## config.mk

```make
export PLATFORM = sky130hd
export DESIGN_NAME = ahb_slave_if_flat
export DESIGN_NICKNAME = d
export VERILOG_FILES = /design/src/rtl/ahb_slave_if_if.sv /design/src/rtl/ahb_slave_if.sv /design/src/flat_wrapper.sv
export SDC_FILE = /design/constraint.sdc
export NUM_CORES = 1
export LEC_CHECK = 0
export CORE_UTILIZATION = 40
export CTS_BUF_LIST = sky130_fd_sc_hd__clkbuf_2 sky130_fd_sc_hd__clkbuf_4 sky130_fd_sc_hd__clkbuf_8
export CTS_CLUSTER_SIZE = 14
export DETAILED_ROUTE_END_ITERATION = 12
export PLACE_DENSITY = 0.8
export SYNTH_ARGS = -nofsm -noshare
export SYNTH_HDL_FRONTEND = slang
export SYNTH_SLANG_ARGS = --single-unit
```

## constraint.sdc

```tcl
create_clock -name Hclk -period 1.55 [get_ports Hclk]
set_clock_uncertainty 0.15 [all_clocks]
set_input_delay 0.31 -clock Hclk [delete_from_list [all_inputs] [get_ports Hclk]]
set_output_delay 0.31 -clock Hclk [all_outputs]
set_load 0.01 [all_outputs]
```

## src/rtl/ahb_slave_if_if.sv

```systemverilog
// rtl/ahb_slave_if_if.sv - AHB-side bus bundle between the AHB master and the bridge front end
interface ahb_slave_if_if;
    logic        Hwrite;
    logic        Hreadyin;
    logic [1:0]  Htrans;
    logic [31:0] Haddr;
    logic [31:0] Hwdata;
    logic [31:0] Prdata;
    logic        valid;
    logic [31:0] Haddr1;
    logic [31:0] Haddr2;
    logic [31:0] Hwdata1;
    logic [31:0] Hwdata2;
    logic        Hwritereg;
    logic        Hwritereg1;
    logic [2:0]  tempselx;
    logic [31:0] Hrdata;
    logic [1:0]  Hresp;
    logic        Herr_ready;

    modport slave (
        input  Hwrite, Hreadyin, Htrans, Haddr, Hwdata, Prdata,
        output valid, Haddr1, Haddr2, Hwdata1, Hwdata2, Hwritereg, Hwritereg1,
               tempselx, Hrdata, Hresp, Herr_ready
    );

    modport master (
        output Hwrite, Hreadyin, Htrans, Haddr, Hwdata, Prdata,
        input  valid, Haddr1, Haddr2, Hwdata1, Hwdata2, Hwritereg, Hwritereg1,
               tempselx, Hrdata, Hresp, Herr_ready
    );
endinterface

```

## src/rtl/ahb_slave_if.sv

```systemverilog
// rtl/ahb_slave_if.sv - AHB front end of the AHB-to-APB bridge; AHB_SLV_ERR_RESP_EN adds the out-of-range ERROR responder
module ahb_slave_if #(
    parameter logic [31:0] BASE_ADDR = 32'h8000_0000,
    parameter logic [31:0] SLOT_SIZE = 32'h0400_0000
) (
    input  logic          Hclk,
    input  logic          Hresetn,
    ahb_slave_if_if.slave bus
);
    localparam logic [1:0]  HTRANS_NONSEQ = 2'b10;
    localparam logic [1:0]  HTRANS_SEQ    = 2'b11;
    localparam int unsigned SLOT_SHIFT    = $clog2(SLOT_SIZE);
    // Computed in 33 bits so a window reaching the top of the address map cannot wrap.
    localparam logic [32:0] WIN_SIZE      = {1'b0, SLOT_SIZE} * 33'd3;

    logic [31:0] addr_off;
    logic [31:0] slot_idx;
    logic        in_range;
    logic        xfer_active;

    always_comb begin
        addr_off     = bus.Haddr - BASE_ADDR;
        slot_idx     = addr_off >> SLOT_SHIFT;
        bus.tempselx = 3'b000;
        if ((bus.Haddr >= BASE_ADDR) && ({1'b0, addr_off} < WIN_SIZE)) begin
            case (slot_idx)
                32'd0:   bus.tempselx = 3'b001;
                32'd1:   bus.tempselx = 3'b010;
                32'd2:   bus.tempselx = 3'b100;
                default: bus.tempselx = 3'b000;
            endcase
        end
    end

    assign in_range    = |bus.tempselx;
    assign xfer_active = (bus.Htrans == HTRANS_NONSEQ) || (bus.Htrans == HTRANS_SEQ);
    assign bus.valid   = Hresetn & bus.Hreadyin & xfer_active & in_range;
    assign bus.Hrdata  = bus.Prdata;

    always_ff @(posedge Hclk or negedge Hresetn) begin
        if (!Hresetn) begin
            bus.Haddr1     <= 32'h0;
            bus.Haddr2     <= 32'h0;
            bus.Hwdata1    <= 32'h0;
            bus.Hwdata2    <= 32'h0;
            bus.Hwritereg  <= 1'b0;
            bus.Hwritereg1 <= 1'b0;
        end else if (bus.Hreadyin) begin
            bus.Haddr1     <= bus.Haddr;
            bus.Haddr2     <= bus.Haddr1;
            bus.Hwdata1    <= bus.Hwdata;
            bus.Hwdata2    <= bus.Hwdata1;
            bus.Hwritereg  <= bus.Hwrite;
            bus.Hwritereg1 <= bus.Hwritereg;
        end
    end

`ifdef AHB_SLV_ERR_RESP_EN
    localparam logic [1:0] E_IDLE = 2'b00;
    localparam logic [1:0] E_ERR1 = 2'b01;
    localparam logic [1:0] E_ERR2 = 2'b10;

    logic [1:0] err_state;

    // Transfers arriving during E_ERR1/E_ERR2 are ignored; the master must answer ERROR with IDLE.
    always_ff @(posedge Hclk or negedge Hresetn) begin
        if (!Hresetn) begin
            err_state <= E_IDLE;
        end else begin
            case (err_state)
                E_IDLE:  if (bus.Hreadyin && xfer_active && !in_range) err_state <= E_ERR1;
                E_ERR1:  err_state <= E_ERR2;
                default: err_state <= E_IDLE;
            endcase
        end
    end

    assign bus.Hresp      = (err_state == E_IDLE) ? 2'b00 : 2'b01;
    assign bus.Herr_ready = (err_state != E_ERR1);
`else
    assign bus.Hresp      = 2'b00;
    assign bus.Herr_ready = 1'b1;
`endif

endmodule

```

## src/flat_wrapper.sv

```systemverilog
// flat-port wrapper written by rule: the top's interface ports become plain ports
module ahb_slave_if_flat 
#(
    parameter logic [31:0] BASE_ADDR = 32'h8000_0000,
    parameter logic [31:0] SLOT_SIZE = 32'h0400_0000
)
  (Hclk, Hresetn, bus_Hwrite, bus_Hreadyin, bus_Htrans, bus_Haddr, bus_Hwdata, bus_Prdata, bus_valid, bus_Haddr1, bus_Haddr2, bus_Hwdata1, bus_Hwdata2, bus_Hwritereg, bus_Hwritereg1, bus_tempselx, bus_Hrdata, bus_Hresp, bus_Herr_ready);
  ahb_slave_if_if bus_i ();
  input  logic Hclk;
  input  logic Hresetn;
  input wire logic [$bits(bus_i.Hwrite)-1:0] bus_Hwrite;
  input wire logic [$bits(bus_i.Hreadyin)-1:0] bus_Hreadyin;
  input wire logic [$bits(bus_i.Htrans)-1:0] bus_Htrans;
  input wire logic [$bits(bus_i.Haddr)-1:0] bus_Haddr;
  input wire logic [$bits(bus_i.Hwdata)-1:0] bus_Hwdata;
  input wire logic [$bits(bus_i.Prdata)-1:0] bus_Prdata;
  output wire logic [$bits(bus_i.valid)-1:0] bus_valid;
  output wire logic [$bits(bus_i.Haddr1)-1:0] bus_Haddr1;
  output wire logic [$bits(bus_i.Haddr2)-1:0] bus_Haddr2;
  output wire logic [$bits(bus_i.Hwdata1)-1:0] bus_Hwdata1;
  output wire logic [$bits(bus_i.Hwdata2)-1:0] bus_Hwdata2;
  output wire logic [$bits(bus_i.Hwritereg)-1:0] bus_Hwritereg;
  output wire logic [$bits(bus_i.Hwritereg1)-1:0] bus_Hwritereg1;
  output wire logic [$bits(bus_i.tempselx)-1:0] bus_tempselx;
  output wire logic [$bits(bus_i.Hrdata)-1:0] bus_Hrdata;
  output wire logic [$bits(bus_i.Hresp)-1:0] bus_Hresp;
  output wire logic [$bits(bus_i.Herr_ready)-1:0] bus_Herr_ready;
  assign bus_i.Hwrite = bus_Hwrite;
  assign bus_i.Hreadyin = bus_Hreadyin;
  assign bus_i.Htrans = bus_Htrans;
  assign bus_i.Haddr = bus_Haddr;
  assign bus_i.Hwdata = bus_Hwdata;
  assign bus_i.Prdata = bus_Prdata;
  assign bus_valid = bus_i.valid;
  assign bus_Haddr1 = bus_i.Haddr1;
  assign bus_Haddr2 = bus_i.Haddr2;
  assign bus_Hwdata1 = bus_i.Hwdata1;
  assign bus_Hwdata2 = bus_i.Hwdata2;
  assign bus_Hwritereg = bus_i.Hwritereg;
  assign bus_Hwritereg1 = bus_i.Hwritereg1;
  assign bus_tempselx = bus_i.tempselx;
  assign bus_Hrdata = bus_i.Hrdata;
  assign bus_Hresp = bus_i.Hresp;
  assign bus_Herr_ready = bus_i.Herr_ready;
  ahb_slave_if #(.BASE_ADDR(BASE_ADDR), .SLOT_SIZE(SLOT_SIZE)) u_core (.Hclk(Hclk), .Hresetn(Hresetn), .bus(bus_i));
endmodule
```

==> metrics.md, run 1 <==
| Metric | Value |
|---|---|
| Outcome | `complete, but fails checks` |
| Violated checks | `negative setup slack` |
| Pint | `6390 uW` |
| Initial Util | `0.411` |
| Final setup fails | `4` |
| DRC errors left | `0` |
| Routed WL per cell | `16.1 um` |
| Layout fillers | `1,081` |
| Final worst setup slack | `-0.207 ns` |
| Final wirelength | `11,600 um` |
| Drt pass-1 iters | `6` |
| Arr. time, crit path | `1.30 ns` |
| Min-delay worst type | `in2reg` |
| H-tree Lvls | `4` |
| Final Max Tran Viols | `0` |
| Synth cell types | `11` |
| Worst Reg-to-Reg Cells | `3` |
| Leakage | `0.00335 uW` |
| Inserted Clock Buffers | `17` |
| CP max stage cell | `or4b_4` |
| IO Port Bufs | `202` |
| Clock Power Share | `0.327` |
| Post-synthesis register bit count | `130` |
| Clk root buf | `clkbuf_8` |
| Syn Area/Cell | `16.3 um2` |
| Critical path, cell by cell | `buf_6 -> or4b_4 -> nor3b_2 -> buf_2` |
| Clock slew at reported path FFs | `0.07 ns` |
| Hold slack | `0.0993 ns` |
| GRT Resource Usage Total | `0.180` |
| Worst slack at placement | `-1.06 ns` |
| Crit path kind | `in2out` |
| Largest net degree at the start of global routing | `82` |
| CP bufs+invs | `2` |
| CP top delay family | `simple AND/OR/NAND/NOR gates` |
| Critical path launch point type | `input pin` |
| Placer Congestion | `0.752` |
| Final TNS setup | `-0.773 ns` |
| Post-DRT Antenna Nets | `0` |
| Share of the synthesized area in the top cell type | `0.627` |
| Reg power frac | `0.474` |
| Vias in the first global route | `3,582` |
| Area taken by multi-input logic gates | `0.00154 mm2` |
| Vias/cell | `4.65` |
| Worst Hold End | `u_core.bus.Haddr1[30]$_DFFE_PN0P_` |
| Ys flop type | `dfrtp_1` |
| Worst R2R Setup Slack | `0.38 ns` |
| CP Capture Type | `output pin` |
| Die Y | `116 um` |
| Cell taking the most area after synthesis | `dfrtp_1` |
| Initial antenna violation count | `0` |
| Die ar. | `0.0134 mm2` |
| R2r endpoint | `u_core.bus.Hwritereg1$_DFFE_PN0P_` |
| Layout area overhead | `39.8%` |
| Hold path start | `bus_Haddr[30]` |
| Cell Rows | `41` |
| Finished Layout Cells | `723` |
| Inst Count DP | `651` |
| Sequential-to-total area share from yosys stat | `0.627` |
| Final number of hold-violating endpoints | `0` |
| Layout cells sized above 1 | `0.633` |
| Gate Count Post-Synth | `318` |
| DP Wirelength | `7910 um` |
| Core area | `0.0126 mm2` |
| Pwr per Cell Area | `1180 mW/mm2` |
| Grt total ovfl | `0` |
| Clock Latency Late Sink | `0.43 ns` |
| Net Sw Frac | `0.254` |
| Vias | `3,361` |
| Switching pwr | `2170 uW` |
| RSZ-0062 raised after global routing | `yes` |
| MaxCap Viol Count | `0` |
| Number of synthesized flops with an enable pin | `0` |
| Final worst-path cycle share | `1.13` |
| Crit Reg-Reg Startpoint | `u_core.bus.Hwritereg1$_DFFE_PN0P_` |
| WHS Path Cells | `3` |
| Largest cells by area after synthesis | `dfrtp_1, mux2_2, buf_4` |
| VDD IR-drop max | `0.788 mV` |
| Relative slew slack | `0.593` |
| FF+latch area | `0.00325 mm2` |
| Critical Path Fanout Max | `4` |
| Clock sinks | `130` |
| Fmax | `569 MHz` |
| Logic pwr share | `0.199` |
| Layout Nets | `642` |
| Worst Max-Slew Pin Slew | `0.611 ns` |
| Fin crit period | `1.76 ns` |
| Clock Tree Buf Depth | `2` |
| CTS tree | `done` |
| I/O Pins | `271` |
| Synth warn | `0` |
| DRT iter0 DRCs | `113` |
| CP required | `1.09 ns` |
| Post-synth top cells | `dfrtp_1, mux2_2, buf_4, buf_6, buf_2` |
| Die width | `116 um` |
| Synthesized cell area | `0.00519 mm2` |
| Async SR Flop Fraction | `1.00` |
| First-pass GRT wire length | `18,000 um` |
| # diodes | `0` |
| Crit-path max cell delay | `0.57 ns` |
-- logic make-up after synthesis --
logic type	count (synthesis)	share of synthesized area
AO/OA/AOI/OAI	1	0.00241
multiplexers	130	0.282
flip-flops	130	0.627
AND/OR/NAND/NOR	5	0.00941
other	2	0.00145
buffers and inverters	50	0.0772
-- through the flow --
stage,total power (uW),area [um2],utilization
after floorplan,4910,5190,-
after global placement,6010,7130,0.565
final,8560,7250,0.574
after detailed placement,6080,7130,0.565
after global routing,9000,7250,0.574
after CTS,8800,7670,0.608
-- worst register-to-register path, stage by stage, from the launching register on --
cell and delay (ns):
dfrtp_1 0.39, buf_4 0.14, buf_4 0.12, mux2_2 0.26
-- area by class of cell --
cell class / instances / area share
clock buffer: 24 / 0.0421
clock inverter: 6 / 0.0110
multi-input combinational: 139 / 0.213
sequential: 130 / 0.449
tap: 172 / 0.0297
timing repair buffer: 252 / 0.256
-- per-layer routing --
metal,up-vias,GRT usage,wire (um)
met1,1679,0.187,4350
met2,143,0.308,5990
li1,1511,-,-
met3,28,0.0800,1020
met4,0,0.0872,293
met5,-,0,0
-- worst max-delay path by stage --
stage | to | startpoint | depth (start not counted) | slack, ns
after global routing | bus_tempselx[2] | bus_Haddr[29] | 4 | -0.26
after detailed placement | bus_tempselx[0] | bus_Haddr[31] | 4 | -1.06
after floorplan | bus_tempselx[0] | bus_Haddr[28] | 2 | -0.06
after global placement | bus_valid | bus_Haddr[31] | 4 | -1.04
after CTS | bus_tempselx[2] | bus_Haddr[29] | 4 | -0.20
final | bus_tempselx[2] | bus_Haddr[29] | 4 | -0.21
-- power by group through the flow --
stage	logic, uW	clock network [uW]	registers, uW
6_report	1700	2800	4060
5_1_grt	1840	3050	4110
4_1_cts	1860	2880	4060
3_5_place_dp	1940	0	4140
3_3_place_gp	1900	0	4110
2_1_floorplan	600	0	4310
-- repair_timing --
action,in CTS,in global routing
gates resized for setup,402,91
hold buffers,4,0
buffers inserted,26,12
pin swaps,3,0
hold endpoints to repair,128,0
setup endpoints to repair,134,101
-- flip-flops by register name, summed over array words and instances, names as in the netlist --
name	cells
u_core.bus.Hwritereg1	1
u_core.bus.Hwdata1	32
u_core.bus.Haddr1	32
u_core.bus.Haddr2	32
u_core.bus.Hwritereg	1
u_core.bus.Hwdata2	32
-- placed cells by master, fill, tap and decap left out --
cell             Yosys  layout
clkinv_2             0       4
nor3_2               0       1
mux2_2             130     130
dlygate4sd3_1        0       4
clkbuf_2             0      46
clkbuf_8             0      20
clkdlybuf4s50_1      0      62
clkdlybuf4s15_1      0       2
nand3_1              1       1
buf_12               0       4
nor3b_2              2       2
clkbuf_4             0       4
or4b_4               1       1
a211oi_2             1       1
conb_1               2       3
buf_4               35      44
dfrtp_1            130     130
clkdlybuf4s15_2      0      12
bufinv_16            0       2
buf_2                5      77
buf_6               10       1
No activity file was read; power rests on OpenSTA's default activity.
==> run 2: changes to the inputs <==
PLACE_DENSITY = 0.79   (was 0.8)
==> run 2 against run 1 <==
  * The run still ends with negative setup slack left
  * Sequential power about the same
  * Largest cell class unchanged
  * Via count decreased by 0.60%
  * Largest power group unchanged
  * Register-to-register slack about the same
  * Clock-buffer cell count decreased by 1
  * Critical path depth unchanged
  * Global-route usage decreased by 0.80 points
  * Non-clock buffer count decreased by 7
  * Final cell count decreased by 1.1%
  * Combinational power decreased by 4%
  * Hold slack got worse by 0.013 ns
  * Maximum frequency increased by 0.63%
==> metrics.md, run 2 (synthesis gave the netlist of run 1 again) <==
| Metric | Value |
|---|---|
| H-tree Lvls | `4 (unchanged)` |
| Worst slack at placement | `-1.00 ns (was -1.06 ns)` |
| Min-delay worst type | `in2reg (unchanged)` |
| Final setup fails | `4 (unchanged)` |
| Finished Layout Cells | `715 (was 723)` |
| Clock Latency Late Sink | `0.43 ns (about the same)` |
| Leakage | `0.00330 uW (was 0.00335 uW)` |
| Fin crit period | `1.75 ns (was 1.76 ns)` |
| DRT iter0 DRCs | `120 (was 113)` |
| Final worst-path cycle share | `1.13 (about the same)` |
| GR peak layer | `met2 (unchanged)` |
| Final Cell Area | `0.00713 mm2 (was 0.00725 mm2)` |
| Final worst setup slack | `-0.196 ns (was -0.207 ns)` |
| Violated checks | `negative setup slack (unchanged)` |
| First-pass GRT wire length | `17,200 um (was 18,000 um)` |
| Die Y | `116 um (unchanged)` |
| Most frequent cells in the layout | `mux2_2, dfrtp_1, buf_2, clkdlybuf4s50_1, clkbuf_2 (unchanged)` |
| Clock Power Share | `0.328 (was 0.327)` |
| Grt total ovfl | `0 (unchanged)` |
| Inserted Clock Buffers | `17 (unchanged)` |
| Pwr per Cell Area | `1190 mW/mm2 (was 1180 mW/mm2)` |
| Placer Congestion | `0.734 (was 0.752)` |
| GRT Resource Usage Total | `0.172 (was 0.180)` |
| CTS tree | `done (unchanged)` |
| WHS Path Cells | `3 (unchanged)` |
| Clock Tree Buf Depth | `2 (unchanged)` |
| Arr. time, crit path | `1.29 ns (was 1.30 ns)` |
| Die ar. | `0.0134 mm2 (unchanged)` |
| Reg power frac | `0.478 (was 0.474)` |
| Cell Rows | `41 (unchanged)` |
| IO Port Bufs | `202 (unchanged)` |
| Largest net degree at the start of global routing | `69 (was 82)` |
| MaxCap Viol Count | `0 (unchanged)` |
| Initial antenna violation count | `0 (unchanged)` |
| Layout fillers | `1,115 (was 1,081)` |
| Critical path launch point type | `input pin (unchanged)` |
| Total power draw | `8470 uW (was 8560 uW)` |
| Worst Max-Slew Pin Slew | `0.758 ns (was 0.611 ns)` |
| Pint | `6340 uW (was 6390 uW)` |
| Initial Util | `0.411 (unchanged)` |
| Fmax | `573 MHz (was 569 MHz)` |
| Worst R2R Setup Slack | `0.39 ns (was 0.38 ns)` |
| Critical Path Fanout Max | `4 (unchanged)` |
| VDD IR-drop max | `0.656 mV (was 0.788 mV)` |
| DRC errors left | `0 (unchanged)` |
| Relative slew slack | `0.495 (was 0.593)` |
| Core area | `0.0126 mm2 (unchanged)` |
| CP Capture Type | `output pin (unchanged)` |
| Clk root buf | `clkbuf_8 (unchanged)` |
| # diodes | `0 (unchanged)` |
| M1 GR Usage | `0.182 (was 0.187)` |
| Vias in the first global route | `3,469 (was 3,582)` |
| Die width | `116 um (unchanged)` |
| Final number of hold-violating endpoints | `0 (unchanged)` |
| Routed WL per cell | `15.8 um (was 16.1 um)` |
| CP required | `1.09 ns (about the same)` |
| Worst Reg-to-Reg Cells | `3 (unchanged)` |
| RSZ-0062 raised after global routing | `yes (unchanged)` |
| Logic pwr share | `0.194 (was 0.199)` |
| Switching pwr | `2140 uW (was 2170 uW)` |
| Post-DRT Antenna Nets | `0 (unchanged)` |
| Net Sw Frac | `0.252 (was 0.254)` |
| Layout Nets | `635 (was 642)` |
| Final Max Tran Viols | `0 (unchanged)` |
| Clock slew at reported path FFs | `0.07 ns (about the same)` |
| DP Wirelength | `7900 um (was 7910 um)` |
| Placed Area | `0.00714 mm2 (was 0.00713 mm2)` |
| Hold slack | `0.0863 ns (was 0.0993 ns)` |
| GRT met3 Usage | `0.0722 (was 0.0800)` |
| Layout area overhead | `37.5% (was 39.8%)` |
| Outcome | `complete, but fails checks (unchanged)` |
| Inst Count DP | `654 (was 651)` |
| I/O Pins | `271 (unchanged)` |
| M2 GR Usage | `0.286 (was 0.308)` |
| Drt pass-1 iters | `4 (was 6)` |
| Crit path kind | `in2out (unchanged)` |
| Vias/cell | `4.67 (was 4.65)` |
| Final wirelength | `11,300 um (was 11,600 um)` |
| Vias | `3,341 (was 3,361)` |
| Layout cells sized above 1 | `0.632 (was 0.633)` |
| Clock sinks | `130 (unchanged)` |
run 2: cell types whose count changed in the layout (fill, tap and decap cells not counted), sizes merged:
cell,previous run,this run
clkbuf,70,82
buf,126,115
clkdlybuf4s15,14,6
dlygate4sd3,4,3
run 2: final timing paths:
kind	end	startpoint
setup / recovery	bus_tempselx[1]	bus_Haddr[29]
hold / removal	u_core.bus.Haddr1[31]$_DFFE_PN0P_	bus_Haddr[31]
setup reg to reg	u_core.bus.Hwdata1[10]$_DFFE_PN0P_	u_core.bus.Hwdata1[10]$_DFFE_PN0P_
hold reg to reg	u_core.bus.Hwdata2[26]$_DFFE_PN0P_	u_core.bus.Hwdata2[26]$_DFFE_PN0P_
max in group asynchronous	u_core.bus.Haddr2[1]$_DFFE_PN0P_	Hresetn
min in group asynchronous	u_core.bus.Hwdata2[9]$_DFFE_PN0P_	Hresetn
run 2: what timing repair did:
action / in CTS / in global routing
endpoints found under the hold margin: 70 / 0
hold buffers: 3 / 0
buffers inserted: 19 / 10
pin swaps: 3 / 0
endpoints found under the setup margin: 134 / 101
gates resized for setup: 391 / 96
run 2: cell type report:
type	count	area, um2	area share
Clock buffer	23	304	0.0426
Clock inverter	6	80.1	0.0112
Tap cell	172	215	0.0302
Multi-Input combinational cell	139	1540	0.216
Timing Repair Buffer	245	1740	0.244
Sequential cell	130	3250	0.456
run 2: power by group through the flow:
stage / Sequential (uW) / Combinational (uW) / Clock (uW)
final: 4050 / 1640 / 2780
after global routing: 4100 / 1770 / 3030
after CTS: 4060 / 1800 / 2880
after detailed placement: 4140 / 1930 / 0
after global placement: 4110 / 1900 / 0
after floorplan: 4310 / 600 / 0
run 2: worst max-delay path, cell delays in order:
cell and delay, ns:
buf_6 0.09, or4b_4 0.57, nor3b_2 0.16, buf_2 0.15
run 2: routing by layer:
layer,vias to the layer above,part of all wire
met5,-,0
met3,38,0.088
met2,144,0.51
met4,0,0.030
met1,1662,0.38
li1,1497,-
run 2: through the flow:
stage,utilization,TNS [ns]
final,0.565,-0.713
after global routing,0.565,-0.817
after CTS,0.600,-0.739
after detailed placement,0.566,-3.88
after global placement,0.566,-3.76
after floorplan,-,-0.168
==> run 3: changes to the inputs <==
CAP_MARGIN = 20   (was default)
CELL_PAD_IN_SITES_DETAIL_PLACEMENT = 2   (was default)
CELL_PAD_IN_SITES_GLOBAL_PLACEMENT = 2   (was default)
CORE_UTILIZATION = 26   (was 40)
PLACE_DENSITY = 0.8   (was 0.79)
==> run 3 against run 2 <==
  * The flow still finishes with violations (negative setup slack)
  * Routed wire length rose by 27%
  * Die area grew 53%
  * Final cell count up 17%
  * Clock power increased by 4%
  * Critical path type unchanged
==> metrics.md, run 3 (synthesis gave the netlist of run 1 again) <==
| Metric | Value |
|---|---|
| Fmax | `548 MHz (was 573 MHz)` |
| Final number of hold-violating endpoints | `0 (unchanged)` |
| CP Capture Type | `output pin (unchanged)` |
| DRT iter0 DRCs | `47 (was 120)` |
| VDD IR-drop max | `0.475 mV (was 0.656 mV)` |
| IO Port Bufs | `202 (unchanged)` |
| Placed Area | `0.00724 mm2 (was 0.00714 mm2)` |
| Inserted Clock Buffers | `17 (unchanged)` |
| CP max stage cell | `or4b_4 (unchanged)` |
| Area taken by multi-input logic gates | `0.00155 mm2 (was 0.00154 mm2)` |
| Final Max Tran Viols | `0 (unchanged)` |
| Final setup fails | `4 (unchanged)` |
| Critical path launch point type | `input pin (unchanged)` |
| CTS tree | `done (unchanged)` |
| Crit Reg-Reg Startpoint | `u_core.bus.Hwdata1[3]$_DFFE_PN0P_ (was u_core.bus.Hwdata1[10]$_DFFE_PN0P_)` |
| Violated checks | `negative setup slack (unchanged)` |
| Arr. time, crit path | `1.36 ns (was 1.29 ns)` |
| Critical Path Source | `bus_Haddr[29] (unchanged)` |
| Clk root buf | `clkbuf_8 (unchanged)` |
| Drt pass-1 iters | `2 (was 4)` |
| Initial antenna violation count | `0 (unchanged)` |
| Cell Rows | `51 (was 41)` |
| Met2 WL | `7550 um (was 5730 um)` |
| H-tree Lvls | `4 (unchanged)` |
| Layout cells sized above 1 | `0.654 (was 0.632)` |
| Relative slew slack | `0.427 (was 0.495)` |
| Leakage | `0.00342 uW (was 0.00330 uW)` |
| Final worst setup slack | `-0.274 ns (was -0.196 ns)` |
| FF+latch area | `0.00325 mm2 (unchanged)` |
| Die width | `143 um (was 116 um)` |
| Final worst-path cycle share | `1.18 (was 1.13)` |
| Routed WL per cell | `17.2 um (was 15.8 um)` |
| Worst R2R Setup Slack | `0.39 ns (about the same)` |
| CP bufs+invs | `2 (unchanged)` |
| Core area | `0.0195 mm2 (was 0.0126 mm2)` |
| Worst slack at placement | `-1.14 ns (was -1.00 ns)` |
| Pwr per Cell Area | `1180 mW/mm2 (was 1190 mW/mm2)` |
| Worst Reg-to-Reg Cells | `3 (unchanged)` |
| Clock slew at reported path FFs | `0.07 ns (about the same)` |
| RSZ-0062 raised after global routing | `yes (unchanged)` |
| Final TNS setup | `-0.953 ns (was -0.713 ns)` |
| CP top delay family | `simple AND/OR/NAND/NOR gates (unchanged)` |
| DP Wirelength | `9730 um (was 7900 um)` |
| Crit-path max cell delay | `0.59 ns (was 0.57 ns)` |
| Placer Congestion | `0.706 (was 0.734)` |
| Clock Latency Late Sink | `0.42 ns (was 0.43 ns)` |
| Initial Util | `0.266 (was 0.411)` |
| Grt total ovfl | `0 (unchanged)` |
| Post-DRT Antenna Nets | `0 (unchanged)` |
| Top sig layer | `met4 (unchanged)` |
| Outcome | `complete, but fails checks (unchanged)` |
| Vias | `3,512 (was 3,341)` |
| Vias/cell | `4.20 (was 4.67)` |
| Vias in the first global route | `4,061 (was 3,469)` |
| Final Cell Area | `0.00742 mm2 (was 0.00713 mm2)` |
| Layout area overhead | `43.1% (was 37.5%)` |
| Most frequent cells in the layout | `mux2_2, dfrtp_1, buf_2, buf_4, clkdlybuf4s50_1 (was mux2_2, dfrtp_1, buf_2, clkdlybuf4s50_1, clkbuf_2)` |
| R2r endpoint | `u_core.bus.Hwdata1[3]$_DFFE_PN0P_ (was u_core.bus.Hwdata1[10]$_DFFE_PN0P_)` |
| Critical path, cell by cell | `buf_6 -> or4b_4 -> nor3b_2 -> buf_2 (unchanged)` |
| MaxCap Viol Count | `0 (unchanged)` |
| Clock Tree Buf Depth | `2 (unchanged)` |
| Total power draw | `8740 uW (was 8470 uW)` |
| DRC errors left | `0 (unchanged)` |
| Final wirelength | `14,400 um (was 11,300 um)` |
| Worst Setup EP | `bus_tempselx[2] (was bus_tempselx[1])` |
| GRT Resource Usage Total | `0.144 (was 0.172)` |
| Worst path depth | `4 (unchanged)` |
| Crit path kind | `in2out (unchanged)` |
| CP required | `1.09 ns (about the same)` |
| Worst Max-Slew Pin Slew | `0.859 ns (was 0.758 ns)` |
| Fin crit period | `1.82 ns (was 1.75 ns)` |
| Die Y | `143 um (was 116 um)` |
| First-pass GRT wire length | `22,200 um (was 17,200 um)` |
| Clock sinks | `130 (unchanged)` |
| WL met1 | `5390 um (was 4250 um)` |
| Layout Nets | `662 (was 635)` |
| Largest net degree at the start of global routing | `67 (was 69)` |
| Critical Path Fanout Max | `4 (unchanged)` |
| Layout fillers | `1,988 (was 1,115)` |
| Die ar. | `0.0205 mm2 (was 0.0134 mm2)` |
| # diodes | `0 (unchanged)` |
| I/O Pins | `271 (unchanged)` |
| DR WL met3 | `1280 um (was 994 um)` |
| Min-delay worst type | `in2async (was in2reg)` |
==> run 3: what timing repair did <==
| item | 4_1_cts | 5_1_grt |
|---|---|---|
| setup endpoints to repair | 134 | 69 |
| pin swaps | 4 | 1 |
| gates resized for setup | 473 | 66 |
| hold buffers | 2 | 0 |
| endpoints found under the hold margin | 2 | 0 |
| setup buffers | 47 | 11 |
==> run 3: area by class of cell <==
cell class / count / area share
Multi-Input combinational cell: 139 / 0.208
Sequential cell: 130 / 0.438
Timing Repair Buffer: 272 / 0.255
Clock buffer: 22 / 0.0391
Tap cell: 265 / 0.0447
Clock inverter: 9 / 0.0143
==> run 3: worst min-delay path by stage <==
stage,cells after the start,from,endpoint
2_1_floorplan,0,Hresetn,u_core.bus.Haddr1[0]$_DFFE_PN0P_
3_3_place_gp,1,u_core.bus.Hwdata2[26]$_DFFE_PN0P_,u_core.bus.Hwdata2[26]$_DFFE_PN0P_
3_5_place_dp,1,u_core.bus.Hwdata2[10]$_DFFE_PN0P_,u_core.bus.Hwdata2[10]$_DFFE_PN0P_
4_1_cts,3,Hresetn,u_core.bus.Hwdata1[8]$_DFFE_PN0P_
5_1_grt,2,bus_Haddr[31],u_core.bus.Haddr1[31]$_DFFE_PN0P_
6_report,3,Hresetn,u_core.bus.Hwdata2[8]$_DFFE_PN0P_
==> run 3: per-layer routing <==
metal | global-route usage | vias to the layer above
met1 | 0.150 | 1792
met4 | 0.0448 | 0
li1 | - | 1553
met2 | 0.257 | 145
met5 | 0 | -
met3 | 0.0630 | 22
==> run 3: tightest hold or removal path, cell delays in order <==
cell and delay (ns):
buf_4 0.09, buf_4 0.10, buf_4 0.62
==> run 3: report_power, final <==
group | internal [uW] | switching (uW)
logic | 997 | 805
clock network | 1580 | 1320
registers | 3810 | 227
==> run 3: per-stage QoR <==
stage | utilization | std cells | hold WS, ns
floorplan | - | 319 | -0.136
detailed placement | 0.371 | 746 | 0.348
finish | 0.380 | 837 | 0.0170
global route | 0.380 | 837 | 0.0160
global placement | 0.371 | 746 | 0.339
CTS | 0.395 | 826 | 0.0177
